`src/rtl/uart_pkg.sv`:
```
// Shared UART definitions: transmit FSM state type, word-length
// encodings and stop-bit tick counts (in units of 16x baud ticks).
package uart_pkg;

    typedef enum logic [2:0] {
        IDLE,
        START,
        DATA,
        PAR,
        STOP
    } tx_state_t;

    // LCR word-length select encodings
    localparam logic [1:0] WLS_5 = 2'b00;
    localparam logic [1:0] WLS_6 = 2'b01;
    localparam logic [1:0] WLS_7 = 2'b10;
    localparam logic [1:0] WLS_8 = 2'b11;

    // Stop-bit lengths at 16 ticks per bit period
    localparam int unsigned STOP_1_TICKS  = 16;
    localparam int unsigned STOP_15_TICKS = 24;
    localparam int unsigned STOP_2_TICKS  = 32;

endpackage

```
`src/rtl/uart_tx_serializer_if.sv`:
```
// Character handshake between the THR/TX FIFO (master) and the
// serializer (slave).
//   DIN       : character to send
//   DIN_VALID : DIN holds a character
//   DIN_READY : serializer accepts a character this cycle
interface uart_tx_serializer_if;

    logic [7:0] DIN;
    logic       DIN_VALID;
    logic       DIN_READY;

    modport master (
        output DIN,
        output DIN_VALID,
        input  DIN_READY
    );

    modport slave (
        input  DIN,
        input  DIN_VALID,
        output DIN_READY
    );

endinterface

```
`src/rtl/uart_tx_parity.sv`:
```
// Parity generator for a 5-8 bit UART character; shared by TX and RX.
//   data   : character (bits at or above the word length are ignored)
//   WLS    : word length select (00=5 .. 11=8)
//   EPS    : even parity select
//   SP     : stick parity (parity bit forced to ~EPS)
//   parity : parity bit to transmit / expect
module uart_tx_parity (
    input  logic [7:0] data,
    input  logic [1:0] WLS,
    input  logic       EPS,
    input  logic       SP,
    output logic       parity
);

    logic [7:0] mask;
    logic       x;

    always_comb begin
        mask = 8'hFF >> (2'd3 - WLS);
        x    = ^(data & mask);
        if (SP)
            parity = ~EPS;
        else if (EPS)
            parity = x;
        else
            parity = ~x;
    end

endmodule

```
`src/rtl/uart_tx_serializer.sv`:
```
// UART transmit serializer (16750 line format). Accepts a character on
// the tx handshake and shifts out start, 5-8 data bits LSB first,
// optional parity and 1/1.5/2 stop bits on SOUT, timed by a 16x baud
// enable.
//   CLK, RST  : clock, asynchronous active-high reset
//   BAUDCE    : 16x baud-rate enable pulse
//   WLS/STB/PE/EPS/SP : line control, latched on acceptance
//   BC        : break control (only with UART_TX_BREAK_EN defined)
//   tx        : DIN / DIN_VALID / DIN_READY handshake (slave)
//   SOUT      : registered serial output, idle high
//   TXDONE    : one-cycle pulse as the last stop bit completes
//   BUSY      : frame in progress
// Build option: `define UART_TX_BREAK_EN to let BC force SOUT low.
module uart_tx_serializer
    import uart_pkg::*;
#(
    parameter int unsigned OVERSAMPLE = 16
) (
    input  logic       CLK,
    input  logic       RST,
    input  logic       BAUDCE,
    input  logic [1:0] WLS,
    input  logic       STB,
    input  logic       PE,
    input  logic       EPS,
    input  logic       SP,
    input  logic       BC,
    uart_tx_serializer_if.slave tx,
    output logic       SOUT,
    output logic       TXDONE,
    output logic       BUSY
);

    // Last tick index of each bit kind; the 5-bit counter never has to hold
    // the full bit length, so a 2-stop-bit period still fits.
    localparam logic [4:0] BIT_LAST    = 5'(OVERSAMPLE - 1);
    localparam logic [4:0] STOP1_LAST  = 5'(STOP_1_TICKS  * OVERSAMPLE / 16 - 1);
    localparam logic [4:0] STOP15_LAST = 5'(STOP_15_TICKS * OVERSAMPLE / 16 - 1);
    localparam logic [4:0] STOP2_LAST  = 5'(STOP_2_TICKS  * OVERSAMPLE / 16 - 1);

    tx_state_t  state, state_next;
    logic [4:0] tick, bit_last;
    logic [2:0] bit_idx, bit_idx_next;
    logic [7:0] data_q;
    logic [1:0] wls_q;
    logic       stb_q, pe_q, eps_q, sp_q;
    logic       accept, bit_end, last_data, par_bit;
    logic       sout_next, txdone_next;

`ifndef UART_TX_BREAK_EN
    logic unused_bc;
    assign unused_bc = BC;
`endif

    uart_tx_parity u_parity (
        .data   (data_q),
        .WLS    (wls_q),
        .EPS    (eps_q),
        .SP     (sp_q),
        .parity (par_bit)
    );

    always_comb begin
        bit_last = BIT_LAST;
        if (state == STOP) begin
            if (!stb_q)
                bit_last = STOP1_LAST;
            else if (wls_q == WLS_5)
                bit_last = STOP15_LAST;
            else
                bit_last = STOP2_LAST;
        end
    end

    assign accept    = tx.DIN_VALID && (state == IDLE);
    assign bit_end   = BAUDCE && (state != IDLE) && (tick == bit_last);
    assign last_data = (bit_idx == (3'(wls_q) + 3'd4));

    // State register
    always_ff @(posedge CLK or posedge RST) begin
        if (RST)
            state <= IDLE;
        else
            state <= state_next;
    end

    // Next-state logic
    always_comb begin
        state_next   = state;
        bit_idx_next = bit_idx;
        case (state)
            IDLE: begin
                bit_idx_next = '0;
                if (accept)
                    state_next = START;
            end
            START: if (bit_end) state_next = DATA;
            DATA: begin
                if (bit_end) begin
                    if (last_data)
                        state_next = pe_q ? PAR : STOP;
                    else
                        bit_idx_next = bit_idx + 3'd1;
                end
            end
            PAR:  if (bit_end) state_next = STOP;
            STOP: if (bit_end) state_next = IDLE;
            default: state_next = IDLE;
        endcase
    end

    // Outputs; SOUT is registered from the next state so the line moves
    // exactly one cycle after the BAUDCE that ends a bit.
    always_comb begin
        tx.DIN_READY = (state == IDLE);
        BUSY         = (state != IDLE);
        txdone_next  = (state == STOP) && bit_end;
        case (state_next)
            START:   sout_next = 1'b0;
            DATA:    sout_next = data_q[bit_idx_next];
            PAR:     sout_next = par_bit;
            default: sout_next = 1'b1;
        endcase
    end

    // Datapath: tick/bit counters, latched character and line control
    always_ff @(posedge CLK or posedge RST) begin
        if (RST) begin
            tick    <= '0;
            bit_idx <= '0;
            data_q  <= '0;
            wls_q   <= '0;
            stb_q   <= 1'b0;
            pe_q    <= 1'b0;
            eps_q   <= 1'b0;
            sp_q    <= 1'b0;
            SOUT    <= 1'b1;
            TXDONE  <= 1'b0;
        end else begin
            bit_idx <= bit_idx_next;
            if (state == IDLE || bit_end)
                tick <= '0;
            else if (BAUDCE)
                tick <= tick + 5'd1;
            if (accept) begin
                data_q <= tx.DIN;
                wls_q  <= WLS;
                stb_q  <= STB;
                pe_q   <= PE;
                eps_q  <= EPS;
                sp_q   <= SP;
            end
`ifdef UART_TX_BREAK_EN
            SOUT   <= BC ? 1'b0 : sout_next;
`else
            SOUT   <= sout_next;
`endif
            TXDONE <= txdone_next;
        end
    end

endmodule

```
`src/flat_wrapper.sv`:
```
// flat-port wrapper written by rule: the top's interface ports become plain ports
module uart_tx_serializer_flat import uart_pkg::*;
#(
    parameter int unsigned OVERSAMPLE = 16
)
  (CLK, RST, BAUDCE, WLS, STB, PE, EPS, SP, BC, SOUT, TXDONE, BUSY, tx_DIN, tx_DIN_VALID, tx_DIN_READY);
  uart_tx_serializer_if tx_i ();
  input  logic CLK;
  input  logic RST;
  input  logic BAUDCE;
  input  logic [1:0] WLS;
  input  logic STB;
  input  logic PE;
  input  logic EPS;
  input  logic SP;
  input  logic BC;
  output logic SOUT;
  output logic TXDONE;
  output logic BUSY;
  input wire logic [$bits(tx_i.DIN)-1:0] tx_DIN;
  input wire logic [$bits(tx_i.DIN_VALID)-1:0] tx_DIN_VALID;
  output wire logic [$bits(tx_i.DIN_READY)-1:0] tx_DIN_READY;
  assign tx_i.DIN = tx_DIN;
  assign tx_i.DIN_VALID = tx_DIN_VALID;
  assign tx_DIN_READY = tx_i.DIN_READY;
  uart_tx_serializer #(.OVERSAMPLE(OVERSAMPLE)) u_core (.CLK(CLK), .RST(RST), .BAUDCE(BAUDCE), .WLS(WLS), .STB(STB), .PE(PE), .EPS(EPS), .SP(SP), .BC(BC), .tx(tx_i), .SOUT(SOUT), .TXDONE(TXDONE), .BUSY(BUSY));
endmodule
```
`config.mk`:
```
export PLATFORM = sky130hd
export DESIGN_NAME = uart_tx_serializer_flat
export DESIGN_NICKNAME = d
export VERILOG_FILES = /design/src/rtl/uart_pkg.sv /design/src/rtl/uart_tx_serializer_if.sv /design/src/rtl/uart_tx_parity.sv /design/src/rtl/uart_tx_serializer.sv /design/src/flat_wrapper.sv
export SDC_FILE = /design/constraint.sdc
export NUM_CORES = 1
export LEC_CHECK = 0
export CORE_UTILIZATION = 53
export DETAILED_ROUTE_END_ITERATION = 8
export GPL_ROUTABILITY_DRIVEN = 0
export PLACE_DENSITY_LB_ADDON = 0.15
export SLEW_MARGIN = 40
export SYNTH_ARGS = -nofsm -noshare
export SYNTH_HDL_FRONTEND = slang
export SYNTH_SLANG_ARGS = --single-unit
```
`constraint.sdc`:
```
create_clock -name CLK -period 2.6 [get_ports CLK]
set_input_delay 0.26 -clock CLK [delete_from_list [all_inputs] [get_ports CLK]]
set_output_delay 0.26 -clock CLK [all_outputs]
set_load 0.01 [all_outputs]
```
## Word-level counts from Yosys, hierarchy flattened

Index checks and enable logic that the tools add are counted.
W data, S select, Z words.

- Word-level logic and storage cells: 60
- Bits in latches: 0
- Output and inout port bits: 4
- RAM bits: 0
- Input port bits: 19
- Flip-flop bits (word level): 27
- Memories kept: 0
- Bits in read-only memories: 0

- Multiply operators: 0
- Bitwise logic cells: 3
- Order comparisons: 1
- $add $sub $neg: 4
- Shifts and indexed selects: 1
- Equality and inequality tests: 9
- Div/mod/pow operators: 0
- Reductions and logical operators: 10
- Multiplexer cells: 21

Operator list:

| operator | number |
|---|---|
| $mux W3 | 9 |
| $mux W5 | 4 |
| $pmux W3 S5 | 1 |
| $eq A3 B2 Y1 const B | 4 |
| $and A8 B8 Y8 | 1 |
| $reduce_xor A8 Y1 | 1 |
| $shr A8 B2 Y8 const A | 1 |
| $eq A3 B1 Y1 const B | 2 |
| $pmux W3 S2 | 1 |
| $add A5 B1 Y5 const B | 1 |
| $eq A5 B5 Y1 | 1 |
| $logic_and A1 B1 Y1 | 4 |
| $lt A3 B4 Y1 const B | 1 |
| $mux W4 | 1 |
| $add A2 B3 Y3 const B | 1 |
| $add A3 B1 Y3 const B | 1 |
| $bmux W1 S3 | 1 |
| $eq A3 B3 Y1 | 1 |
| $eq A3 B3 Y1 const B | 1 |
| $logic_not A3 Y1 | 1 |
| $mux W1 | 3 |
| $pmux W1 S3 | 1 |
| $reduce_bool A3 Y1 | 1 |
| $logic_not A2 Y1 | 1 |
| other kinds (4) | 5 |

## Depth between registers and ports, before layout

- Depth after elaboration: 11
- Gate-level depth with buffers: 11
- Gate-level depth less buffers: 10

## Cells and area by module

From an unflattened synthesis, not the netlist that was laid out.

- Cells, all modules: 148
- Area, all modules: 1614.0 um^2

Modules (own cells, without submodules):

| module | area an instance (um^2) | times used | seq. area each (um^2) | cells each |
|---|---|---|---|---|
| uart_tx_serializer | 1462.7 | 1 | 676.9 | 132 |
| uart_tx_parity | 151.4 | 1 | 0.0 | 16 |

## Worst setup path after synthesis

No wires, ideal clock.

- Kind: flip-flop to flip-flop
- From: register u_core.state[2]
- To: register u_core.SOUT
- Buffers on the path: 2
- Data arrival time: 2.076 ns
- Setup time: 0.066 ns
- Stages on the path, launching flop included: 11
- Period minus slack after synthesis: 2.142 ns
- Required time: 2.534 ns
- Slack: 0.458 ns
- Cells stage by stage: dfrtp_1 -> buf_2 -> or3_1 -> buf_6 -> o211a_4 -> and3_4 -> o21a_4 -> nor2b_2 -> a211oi_1 -> a2111o_1 -> nand4_1

- Elaborated cells on any way between the ends: 26
- Those cells by class: eq/ne (8); mux (13); reduce/logical (5)

RTL lines:

| what | line | RTL |
|---|---|---|
| start: declaration | uart_tx_serializer.sv:41 | `tx_state_t state, state_next;` |
| start signal: assignment | uart_tx_serializer.sv:84 | `state <= state_next;` |
| $reduce_bool A3 Y1 * | n/a |  |
| named net BUSY | flat_wrapper.sv:19 | `output logic BUSY;` |
| $logic_and A1 B1 Y1 * (2 in a row) | uart_tx_serializer.sv:76 | `assign bit_end = BAUDCE && (state != IDLE) && (tick == bit_last);` |
| $mux W3 | uart_tx_serializer.sv:99 | `if (bit_end) begin` |
| $pmux W3 S2 | uart_tx_serializer.sv:91 | `case (state)` |
| $bmux W1 S3 | uart_tx_serializer.sv:120 | `DATA: sout_next = data_q[bit_idx_next];` |
| $mux W1 (not written as such) | uart_tx_serializer.sv:120 |  |
| $pmux W1 S3 * | uart_tx_serializer.sv:118 | `case (state_next)` |
| named net u_core.sout_next | uart_tx_serializer.sv:48 | `logic sout_next, txdone_next;` |
| end signal: assignment | uart_tx_serializer.sv:156 | `SOUT <= sout_next;` |
| end: declaration | uart_tx_serializer.sv:29 | `output logic SOUT,` |

Mark *: on every way through the listed nets, which the timed path passes. The rest lies on a longest branch. The select of a mux whose other input is x is not followed.
A chain may end at the register's enable or synchronous reset.

## Final worst setup path

- From: register u_core.state[0]
- To: register u_core.SOUT

- Cells in the longest elaborated chain, start to end: 9
- Elaborated cells on any way between the ends: 26
- Those cells by class: eq/ne (8); mux (13); reduce/logical (5)

RTL lines:

| what | line | RTL |
|---|---|---|
| $eq A3 B3 Y1 | uart_tx_serializer.sv:65, uart_tx_serializer.sv:91 |  |
| $mux W5 | uart_tx_serializer.sv:65 | `if (state == STOP) begin` |
| $eq A5 B5 Y1 | uart_tx_serializer.sv:76 |  |
| $logic_and A1 B1 Y1 | uart_tx_serializer.sv:76 |  |
| $mux W3 | uart_tx_serializer.sv:99 |  |
| $pmux W3 S2 | uart_tx_serializer.sv:91 |  |
| $bmux W1 S3 | uart_tx_serializer.sv:120 |  |
| $mux W1 (not written as such) | uart_tx_serializer.sv:120 |  |
| $pmux W1 S3 * | uart_tx_serializer.sv:118 |  |
| named net u_core.sout_next | uart_tx_serializer.sv:48 |  |

Marked as above.

==> metrics.yaml <==
logic_synthesis:
  syn_area_um2: 1485
  syn_area_per_cell_um2: 11.08
  synth_fa_ha_area_frac: 0.01685
  synthMuxAreaShare: 0.1398
  syn-num-nets: 155
  yosys_warnings: 0
  yosysUniqueCellTypes: 43
  synth_flop_cell: "dfrtp_1"
  ys_seq_area_frac: 0.4558
  synth_async_sr_flop_share: 1.000
  ys_ff_latch: 27
  synth_compound_area_frac: 0.1129
  synth_edf_count: 0
  synth_cells: 134
  synth-simple-area-share: 0.1643
  synth_xor_area_frac: 0.07666
  synth_top_family_by_area: "simple AND/OR/NAND/NOR gates"
global_routing:
  grt_pass1_vias: 1066
  antenna_found_initial: 0
  grt_max_degree: 28
  grt_pass1_wl_mm: 4.650
  grt_overflow_total: 0
  grt_usage: 0.2195
power:
  power_frac_comb: 0.463
  p_int_w: 0.001087
  p_clk_frac: 0.108
  sw_frac_of_total: 0.3803
  power_frac_seq: 0.428
  total_power_w: 0.001754
  switching_power_w: 0.0006672
  ir_drop_uv: 683.5
  p_leak_nw: 0.7414
  p_per_area_nw_per_um2: 995.8
sta:
  tightest_slew_ps: 346.8
  setup_viol: 0
  finalHoldViolations: 0
  fin_worst_skew_ps: 10.14
  max_freq_mhz: 430.9
  timing.hold.ws_ps: 270.1
  setup_tns_ps: 0
  finalCritPeriodShare: 0.8926
  timing.slew.headroom: 0.7688
  fin_crit_ps: 2321
  rsz0062_at_grt: "false"
  setup_ws_ps: 279.2
  slew_viol_final: 0
floorplan:
  core-area_um2: 2567
  die_h_um: 54.94
  die_x_um: 54.94
  dieArea_um2: 3018
  initial_core_util: 0.5785
  rows: 18
  boundaryPins: 23
cts:
  cts_sinks: 27
  postCtsSetupBuffers: 0
  tritoncts: "yes"
  clk_latency_ps: 330
  root_buffer: "clkbuf_4"
  cts_buffer_depth: 2
  cts_buffers: 3
  h-tree-depth: 1
  clk_pin_slew_worst_paths_ps: 160
  cts_hold_buf: 0
  post_cts_resized: 0
detailed_routing:
  drc_errors: 0
  drt-vias-per-instance: 5.665
  drt_iter0_markers: 15
  vias: 1065
  drt-pass1-iter-count: 4
  routedWlPerCell_um: 15.16
  drt_wl_total_mm: 2.850
  ant_nets: 0
critical_path:
  endpoint_kind: "flip-flop"
  critical_path_class: "reg2reg"
  r2r-start: "u_core.state[0]"
  cp_max_fo: 9
  cp_data_arrival_time_ps: 2600
  cp-start-kind: "flip-flop"
  crit_required_ps: 2880
  r2r_slack_ps: 280
  rr_endpoint: "u_core.SOUT"
  r2r_cells: 7
placement:
  port_buffers: 21
  dp_hpwl_mm: 2.176
  place_ws_ps: 213.0
hold_path:
  hold_path_class: "in2async"
cells_and_area:
  drive_gt1_frac: 0.1962
  layout_commonest_cell: "dfrtp_1"
  area_delta_synth_final_pct: 18.62
  antenna_cells: 0
  nets: 180
  mostFrequentLayoutCells: "dfrtp_1 (26), clkdlybuf4s50_1 (21), nor2_1 (13), mux2_2 (13)"
job:
  max-cap-violations: 0
status:
  outcome: "complete, no violations"
-- state kept, by name (all words and copies together) (netlist names) --
name,flops
u_core.SOUT,1
u_core.TXDONE,1
u_core.bit_idx,3
u_core.data_q,8
u_core.eps_q,1
u_core.pe_q,1
u_core.sp_q,1
u_core.state,3
u_core.stb_q,1
u_core.tick,5
u_core.wls_q,2
-- power by group through the flow --
stage               combinational [W]  clock (W)  sequential [W]
floorplan                    0.000637          0        0.000722
global placement             0.000779          0        0.000752
detailed placement           0.000818          0        0.000761
CTS                          0.000823   0.000195        0.000752
global route                 0.000914   0.000213        0.000778
finish                       0.000813   0.000190        0.000752
-- worst max-delay path by stage --
stage	start	to	cells after the start	slack [ps]
floorplan	u_core.state[2]	u_core.SOUT	10	460
global placement	BAUDCE	u_core.SOUT	9	270
detailed placement	BAUDCE	u_core.SOUT	9	210
CTS	u_core.state[0]	u_core.SOUT	7	260
global route	u_core.state[0]	u_core.SOUT	9	130
finish	u_core.state[0]	u_core.SOUT	7	280
-- cell families (layout without fill, tap and decap cells) --
family,Yosys count,after routing
adders and majority gates,2,2
muxes,19,19
DFF,27,27
and+or+nand+nor,45,45
xor gates and xnor gates,13,13
AOI/OAI and AO/OA,17,17
buffers and inverters,11,35
-- synth_stat cells (2+ instances only) --
library cell	count	area share
dfrtp_1	26	0.44
o21ai_0	3	0.010
mux2i_1	5	0.034
ha_1	2	0.017
xor2_1	5	0.029
nand3_1	5	0.017
clkbuf_1	2	0.0051
a21oi_1	2	0.0067
mux2_2	13	0.099
nand2_1	8	0.020
inv_1	7	0.018
xnor2_1	8	0.047
nand4_1	4	0.017
nor2_1	13	0.033
and3_1	3	0.013
-- worst max-delay path, cell delays in order, from the launching register on --
cell and delay [ps]:
dfrtp_1 490, or3_1 510, o211a_4 210, and3_4 170
o21a_4 240, mux2i_1 130, a2111o_1 410, nand4_1 100
-- area by class of cell --
class	count	area [um2]
fillers	207	805.8
multi-input cells	96	758.2
flip-flops and latches	27	676.9
repair buffers	24	232.7
well taps	30	37.54
inverters	7	26.28
clock buffers	3	22.52
clock inverters	1	7.507
-- layer usage --
metal | GRT usage | share of wire
met5 | 0 | 0
met4 | 0.06250 | 0.0053
met3 | 0.03552 | 0.024
met2 | 0.3614 | 0.49
met1 | 0.2974 | 0.48
-- through the flow --
step,util,std cells,cell area [um2]
after floorplan,-,134,1485
after global placement,0.6745,184,1732
after detailed placement,0.6745,184,1732
after CTS,0.6862,188,1762
after global routing,0.6862,188,1762
final,0.6862,188,1762
Power figures use the tool's default switching activity.
